$ cat src/rtl/img_pkg.sv
// Image geometry shared by the morphology pipeline, and the state encoding of the raster streamer.
package img_pkg;

  localparam int IMG_WIDTH     = 256;
  localparam int IMG_HEIGHT    = 128;
  localparam int IMG_ADDR_W    = 15;
  localparam int IMG_FLUSH_LEN = 2 * IMG_WIDTH + 2;

  typedef enum logic [2:0] {
    ST_IDLE,
    ST_PRIME,
    ST_STREAM,
    ST_FLUSH,
    ST_DONE
  } streamer_state_t;

endpackage

$ cat src/rtl/pixel_streamer_if.sv
// Serial pixel stream with frame/line markers. Transfer happens on pixel_valid && ready;
// the master side holds every field stable while ready is low.
interface pixel_streamer_if
  import img_pkg::*;
#(
  parameter int ADDR_W = IMG_ADDR_W
);

  logic              pixel;
  logic              pixel_valid;
  logic              ready;
  logic [ADDR_W-1:0] pixel_addr;
  logic              sof;
  logic              sol;
  logic              eof;
  logic              flushing;

  modport master (
    output pixel, pixel_valid, pixel_addr, sof, sol, eof, flushing,
    input  ready
  );

  modport slave (
    input  pixel, pixel_valid, pixel_addr, sof, sol, eof, flushing,
    output ready
  );

endinterface

$ cat src/rtl/raster_counter.sv
// Frame address register with clear/increment and the position flags of the current address.
// Zero latency on the flags; the address only moves when inc is asserted.
module raster_counter
  import img_pkg::*;
#(
  parameter int WIDTH  = IMG_WIDTH,
  parameter int HEIGHT = IMG_HEIGHT,
  parameter int ADDR_W = IMG_ADDR_W
) (
  input  logic              clock,
  input  logic              reset,
  input  logic              clear,
  input  logic              inc,
  output logic [ADDR_W-1:0] addr,
  output logic [ADDR_W-1:0] next_addr,
  output logic              at_first,
  output logic              at_col0,
  output logic              at_last
);

  localparam int                COL_W     = $clog2(WIDTH);
  localparam logic [ADDR_W-1:0] LAST_ADDR = ADDR_W'(WIDTH * HEIGHT - 1);

  always_ff @(posedge clock or posedge reset) begin
    if (reset) begin
      addr <= '0;
    end else if (clear) begin
      addr <= '0;
    end else if (inc) begin
      addr <= next_addr;
    end
  end

  assign next_addr = addr + ADDR_W'(1);
  assign at_first  = (addr == '0);
  // WIDTH is a power of two, so the column is just the low address bits.
  assign at_col0   = (addr[COL_W-1:0] == '0);
  assign at_last   = (addr == LAST_ADDR);

endmodule

$ cat src/rtl/pixel_streamer.sv
// Raster-scan 1-bit frame source: 2-clock start-to-first-pixel latency, outputs held while ready is low.
// Define PIXEL_STREAMER_FLUSH_EN to append FLUSH_LEN zero pixels after the eof pixel.
module pixel_streamer
  import img_pkg::*;
#(
  parameter int WIDTH  = IMG_WIDTH,
  parameter int HEIGHT = IMG_HEIGHT,
  parameter int ADDR_W = IMG_ADDR_W
`ifdef PIXEL_STREAMER_FLUSH_EN
  ,
  parameter int FLUSH_LEN = IMG_FLUSH_LEN
`endif
) (
  input  logic              clock,
  input  logic              reset,
  input  logic              start,
  output logic [ADDR_W-1:0] mem_addr,
  input  logic              mem_data,
  output logic              busy,
  output logic              done,
  pixel_streamer_if.master  px
);

  streamer_state_t   state;
  streamer_state_t   next_state;
  logic              load;
  logic              cnt_clear;
  logic              cnt_inc;
  logic [ADDR_W-1:0] data_addr;
  logic [ADDR_W-1:0] next_addr;
  logic              at_first;
  logic              at_col0;
  logic              at_last;

  raster_counter #(
    .WIDTH  (WIDTH),
    .HEIGHT (HEIGHT),
    .ADDR_W (ADDR_W)
  ) u_counter (
    .clock     (clock),
    .reset     (reset),
    .clear     (cnt_clear),
    .inc       (cnt_inc),
    .addr      (data_addr),
    .next_addr (next_addr),
    .at_first  (at_first),
    .at_col0   (at_col0),
    .at_last   (at_last)
  );

`ifdef PIXEL_STREAMER_FLUSH_EN
  localparam int FCNT_W = $clog2(FLUSH_LEN + 1);

  logic [FCNT_W-1:0] flush_cnt;
  logic              flush_last;

  always_ff @(posedge clock or posedge reset) begin
    if (reset) begin
      flush_cnt <= '0;
    end else if (state != ST_FLUSH) begin
      flush_cnt <= '0;
    end else if (load) begin
      flush_cnt <= flush_cnt + FCNT_W'(1);
    end
  end

  assign flush_last = (flush_cnt == FCNT_W'(FLUSH_LEN - 1));
`else
  assign px.flushing = 1'b0;
`endif

  always_ff @(posedge clock or posedge reset) begin
    if (reset) begin
      state <= ST_IDLE;
    end else begin
      state <= next_state;
    end
  end

  always_comb begin
    next_state = state;
    case (state)
      ST_IDLE:   if (start) next_state = ST_PRIME;
      ST_PRIME:  next_state = ST_STREAM;
      ST_STREAM: begin
        if (load && at_last) begin
`ifdef PIXEL_STREAMER_FLUSH_EN
          next_state = ST_FLUSH;
`else
          next_state = ST_DONE;
`endif
        end
      end
`ifdef PIXEL_STREAMER_FLUSH_EN
      ST_FLUSH:  if (load && flush_last) next_state = ST_DONE;
`endif
      ST_DONE:   if (!px.pixel_valid) next_state = ST_IDLE;
      default:   next_state = ST_IDLE;
    endcase
  end

  always_comb begin
    load      = 1'b0;
    cnt_clear = 1'b0;
    cnt_inc   = 1'b0;
    mem_addr  = '0;
    busy      = 1'b1;
    done      = 1'b0;
    case (state)
      ST_IDLE:   busy = 1'b0;
      ST_PRIME:  cnt_clear = 1'b1;
      ST_STREAM: begin
        load    = !px.pixel_valid || px.ready;
        cnt_inc = load;
        // Re-presenting the same address on a stall keeps mem_data stable.
        mem_addr = load ? next_addr : data_addr;
      end
`ifdef PIXEL_STREAMER_FLUSH_EN
      ST_FLUSH:  load = !px.pixel_valid || px.ready;
`endif
      ST_DONE:   done = !px.pixel_valid;
      default:   busy = 1'b0;
    endcase
  end

  always_ff @(posedge clock or posedge reset) begin
    if (reset) begin
      px.pixel       <= 1'b0;
      px.pixel_valid <= 1'b0;
      px.pixel_addr  <= '0;
      px.sof         <= 1'b0;
      px.sol         <= 1'b0;
      px.eof         <= 1'b0;
`ifdef PIXEL_STREAMER_FLUSH_EN
      px.flushing    <= 1'b0;
`endif
    end else if (state == ST_STREAM && load) begin
      px.pixel       <= mem_data;
      px.pixel_valid <= 1'b1;
      px.pixel_addr  <= data_addr;
      px.sof         <= at_first;
      px.sol         <= at_col0;
      px.eof         <= at_last;
`ifdef PIXEL_STREAMER_FLUSH_EN
      px.flushing    <= 1'b0;
    end else if (state == ST_FLUSH && load) begin
      // pixel_addr is left at the last frame address for the whole tail.
      px.pixel       <= 1'b0;
      px.pixel_valid <= 1'b1;
      px.sof         <= 1'b0;
      px.sol         <= 1'b0;
      px.eof         <= 1'b0;
      px.flushing    <= 1'b1;
`endif
    end else if (state == ST_DONE && px.ready) begin
      px.pixel_valid <= 1'b0;
    end
  end

endmodule

$ cat src/flat_wrapper.sv
// flat-port wrapper written by rule: the top's interface ports become plain ports
module pixel_streamer_flat import img_pkg::*;
#(
  parameter int WIDTH  = IMG_WIDTH,
  parameter int HEIGHT = IMG_HEIGHT,
  parameter int ADDR_W = IMG_ADDR_W

)
  (clock, reset, start, mem_addr, mem_data, busy, done, px_pixel, px_pixel_valid, px_pixel_addr, px_sof, px_sol, px_eof, px_flushing, px_ready);
  pixel_streamer_if #(.ADDR_W(ADDR_W)) px_i ();
  input  logic clock;
  input  logic reset;
  input  logic start;
  output logic [ADDR_W-1:0] mem_addr;
  input  logic mem_data;
  output logic busy;
  output logic done;
  output wire logic [$bits(px_i.pixel)-1:0] px_pixel;
  output wire logic [$bits(px_i.pixel_valid)-1:0] px_pixel_valid;
  output wire logic [$bits(px_i.pixel_addr)-1:0] px_pixel_addr;
  output wire logic [$bits(px_i.sof)-1:0] px_sof;
  output wire logic [$bits(px_i.sol)-1:0] px_sol;
  output wire logic [$bits(px_i.eof)-1:0] px_eof;
  output wire logic [$bits(px_i.flushing)-1:0] px_flushing;
  input wire logic [$bits(px_i.ready)-1:0] px_ready;
  assign px_pixel = px_i.pixel;
  assign px_pixel_valid = px_i.pixel_valid;
  assign px_pixel_addr = px_i.pixel_addr;
  assign px_sof = px_i.sof;
  assign px_sol = px_i.sol;
  assign px_eof = px_i.eof;
  assign px_flushing = px_i.flushing;
  assign px_i.ready = px_ready;
  pixel_streamer #(.WIDTH(WIDTH), .HEIGHT(HEIGHT), .ADDR_W(ADDR_W)) u_core (.clock(clock), .reset(reset), .start(start), .mem_addr(mem_addr), .mem_data(mem_data), .busy(busy), .done(done), .px(px_i));
endmodule
$ cat config.mk
export PLATFORM = sky130hd
export DESIGN_NAME = pixel_streamer_flat
export DESIGN_NICKNAME = d
export VERILOG_FILES = /design/src/rtl/img_pkg.sv /design/src/rtl/pixel_streamer_if.sv /design/src/rtl/raster_counter.sv /design/src/rtl/pixel_streamer.sv /design/src/flat_wrapper.sv
export SDC_FILE = /design/constraint.sdc
export NUM_CORES = 1
export LEC_CHECK = 0
export ABC_CLOCK_PERIOD_IN_PS = 3300
export CORE_ASPECT_RATIO = 0.75
export CORE_MARGIN = 2
export CORE_UTILIZATION = 45
export DETAILED_ROUTE_END_ITERATION = 16
export PLACE_DENSITY = 0.7
export SLEW_MARGIN = 10
export SYNTH_ARGS = -nofsm -noshare
export SYNTH_HDL_FRONTEND = slang
export SYNTH_SLANG_ARGS = --single-unit
$ cat constraint.sdc
create_clock -name clock -period 3.3 [get_ports clock]
set_clock_uncertainty 0.2 [all_clocks]
set_input_delay 0.66 -clock clock [delete_from_list [all_inputs] [get_ports clock]]
set_output_delay 0.66 -clock clock [all_outputs]
set_load 0.05 [all_outputs]
==> qor.csv <==
stage,metric,value,unit
clocking,Inserted Clock Buffers,5,
yosys,Synth Net Count,272,
finish,fin nets,308,
place,I/O Buffers,41,
status,outcome,"finished, final reports clean",
place,GPL Wtd Cong,0.892,
critical_path,Crit Path Class,in2out,
yosys,Post-synth ARST share,100,%
critical_path,Setup crit start kind,input pin,
die,Ports,43,
critical_path,"Largest delay share family, worst path",buffers and inverters,
clocking,Clock Latency Late Sink,290,ps
yosys,"flops & latches, synth",38,
die,die area,5460,um^2
yosys,cell taking the most area after synthesis,dfrtp_1,
clocking,H-tree depth,2,
min_path,cell count of the worst hold path,2,
power,leakage,0.00122,uW
critical_path,slowest CP cell,or4_1,
min_path,worst hold start,u_core.px.pixel_addr[8],
job,max_cap viols,0,
min_path,Hold EP,u_core.px.pixel_addr[8],
detailed_routing,# DRC,0,
detailed_routing,number of iterations in the first detailed-routing pass,4,
sta,Setup Viol. Count Final,0,
yosys,Syn Area/Cell,8.28,um^2
yosys,YS warnings,0,
min_path,Hold Path Class,reg2reg,
power,P per Cell Area,589,nW/um^2
critical_path,R2R Path Start,u_core.state[2],
sta,"Slew Viols, Final",0,
detailed_routing,average wire per standard cell,14.8,um
yosys,Synth top area share,43.3,%
grt,number of global-route vias before repair,1887,
sta,worst slew pin tran,863,ps
finish,area grow syn2layout,31.6,%
grt,Global Route Usage Sum,21.2,%
grt,pin count of the biggest net entering global routing,39,
sta,"Min Clock Period, post-route",3200,ps
grt,GRT met1 Usage,31.6,%
yosys,Netlist cell types,47,
detailed_routing,Routed Antenna Nets,0,
clocking,CTS root buffer,clkbuf_8,
die,chip height,64.5,um
critical_path,CP max FO,15,
critical_path,CP bufs+invs,3,
detailed_routing,WL final,5.31,mm
critical_path,WP depth,6,
critical_path,worst reg-to-reg path cell count,5,
clocking,CTS tree,done,
finish,design area,2890,um^2
sta,final period utilization,96.8,%
critical_path,cells along the critical path,clkdlybuf4s50_1 > nor2b_1 > buf_4 > or4_1 > a21oi_1 > buf_12,
yosys,post-synthesis instance total,265,
critical_path,crit-path max cell delay,500,ps
critical_path,worst path arrival time,2340,ps
yosys,"top cells by area, synth","dfrtp_1, nand2_1, o21ai_0, nand3_1, a21oi_1",
sta,slew margin rel.,42.4,%
die,row count,21,
grt,met2 usage in global routing,30.8,%
finish,total inserted antenna cells,0,
sta,Setup TNS Final,0,ps
finish,share of cells above drive strength 1,15.6,%
finish,Final Util,63.2,%
yosys,"EDFF count, synth",0,
critical_path,r2r endpoint,u_core.u_counter.addr[9],
sta,RSZ-0062 raised after global routing,no,
clocking,Worst-path clk slew,70,ps
grt,total grt overflow,0,
clocking,Post-CTS Setup Bufs,0,
clocking,clk buf depth,2,
power,Max IR drop VDD,0.000590,V
sta,"Hold Vio Cnt, Final",0,
sta,Fmax,0.313,GHz
place,placed instance area,2790,um^2
critical_path,endpoint type of the worst setup path,output port,
yosys,mapped cell area,2190,um^2
critical_path,Required @ worst endpoint,2440,ps
grt,first-pass GRT wire length,9.16,mm
detailed_routing,DR iter-0 viols,163,
finish,"commonest non-fill, non-tap cell in the layout",nand2_1,
grt,GR peak layer,met1,
clocking,clock sink count,38,
die,starting density of the core,48.0,%
grt,initial antenna violation count,0,
detailed_routing,vias per cell,5.60,
detailed_routing,routed via count,2009,
grt,met3 Use GR,4.20,%
yosys,post-synthesis sequential area ratio,43.3,%
die,chip width,84.6,um
die,area of the core,4570,um^2
finish,most frequent cells in the layout,"nand2_1, dfrtp_1, clkdlybuf4s50_1",
place,HPWL after DPL,3.65,mm
critical_path,FF-to-FF setup slack,940,ps
yosys,"Top FF cell, synth",dfrtp_1,
==> per-layer routing <==
layer	up-vias	part of all wire, %	wire length (um)
met4	0	1.5	78
met2	88	44	2310
met3	11	7.9	421
met5	-	0	0
li1	988	-	-
met1	922	47	2500
==> state kept, by name (all words and copies together), names as in the netlist <==
name	cells
u_core.px.pixel_addr	15
u_core.u_counter.addr	15
u_core.state	3
u_core.px.eof	1
u_core.px.pixel	1
u_core.px.pixel_valid	1
u_core.px.sof	1
u_core.px.sol	1
==> power by group <==
| group | switching [uW] | total, uW | internal [uW] |
|---|---|---|---|
| sequential | 78.2 | 608 | 530 |
| combinational | 496 | 760 | 264 |
| clock | 164 | 333 | 169 |
| total | 739 | 1700 | 962 |
==> synthesized netlist by cell type, types with 6 or more instances <==
| library cell | instances |
|---|---|
| nand2_1 | 61 |
| dfrtp_1 | 38 |
| o21ai_0 | 18 |
| nor2_1 | 16 |
| nand3_1 | 15 |
| a21oi_1 | 14 |
| buf_2 | 11 |
| clkbuf_1 | 7 |
| xnor2_1 | 7 |
| inv_1 | 6 |
| or3_1 | 6 |
==> cell type report <==
class	instances	area [um^2]
Fill cell	396	1680
Multi-Input combinational cell	199	1110
Sequential cell	38	956
Timing Repair Buffer	51	636
Clock buffer	7	86.3
Tap cell	57	71.3
Inverter	6	22.5
Clock inverter	1	5.00
==> metrics by stage <==
step / worst slack (ps) / hold WS (ps) / instances / power (uW)
finish: 104 / 277 / 359 / 1700
CTS: 29.0 / 284 / 359 / 1710
global placement: 134 / 260 / 351 / 1370
floorplan: 126 / 317 / 265 / 1130
detailed placement: 120 / 263 / 351 / 1370
global route: 10.9 / 307 / 359 / 1810
==> timing repair <==
action	in CTS	in global routing
resized for setup	0	5
endpoints found under the setup margin	0	2
hold buffers	0	0
==> worst register-to-register path: stages (launching register included) <==
cell and delay, ps:
dfrtp_1 500, or3b_1 760, nor2_4 210, buf_4 290
o21ai_1 120, a31oi_1 190
==> kinds of logic after synthesis <==
family | Yosys count | share of synthesized area, %
AND/OR/NAND/NOR | 134 | 31.3
AO/OA/AOI/OAI | 49 | 12.6
flip-flops | 38 | 43.3
buffers and inverters | 28 | 6.16
XOR/XNOR | 12 | 4.79
adder cells (fa/ha/maj) | 2 | 1.14
other | 1 | 0.171
multiplexers | 1 | 0.513
==> how the worst max path moves through the flow <==
| stage | slack, ps | start | end |
|---|---|---|---|
| after floorplan | 130 | u_core.px.pixel_valid | mem_addr[13] |
| after global placement | 130 | px_ready | mem_addr[13] |
| after detailed placement | 120 | px_ready | mem_addr[13] |
| after CTS | 30 | u_core.u_counter.addr[3] | mem_addr[11] |
| after global routing | 10 | px_ready | mem_addr[14] |
| final | 100 | px_ready | mem_addr[13] |
Note: power is estimated with default switching activity, not from simulation.
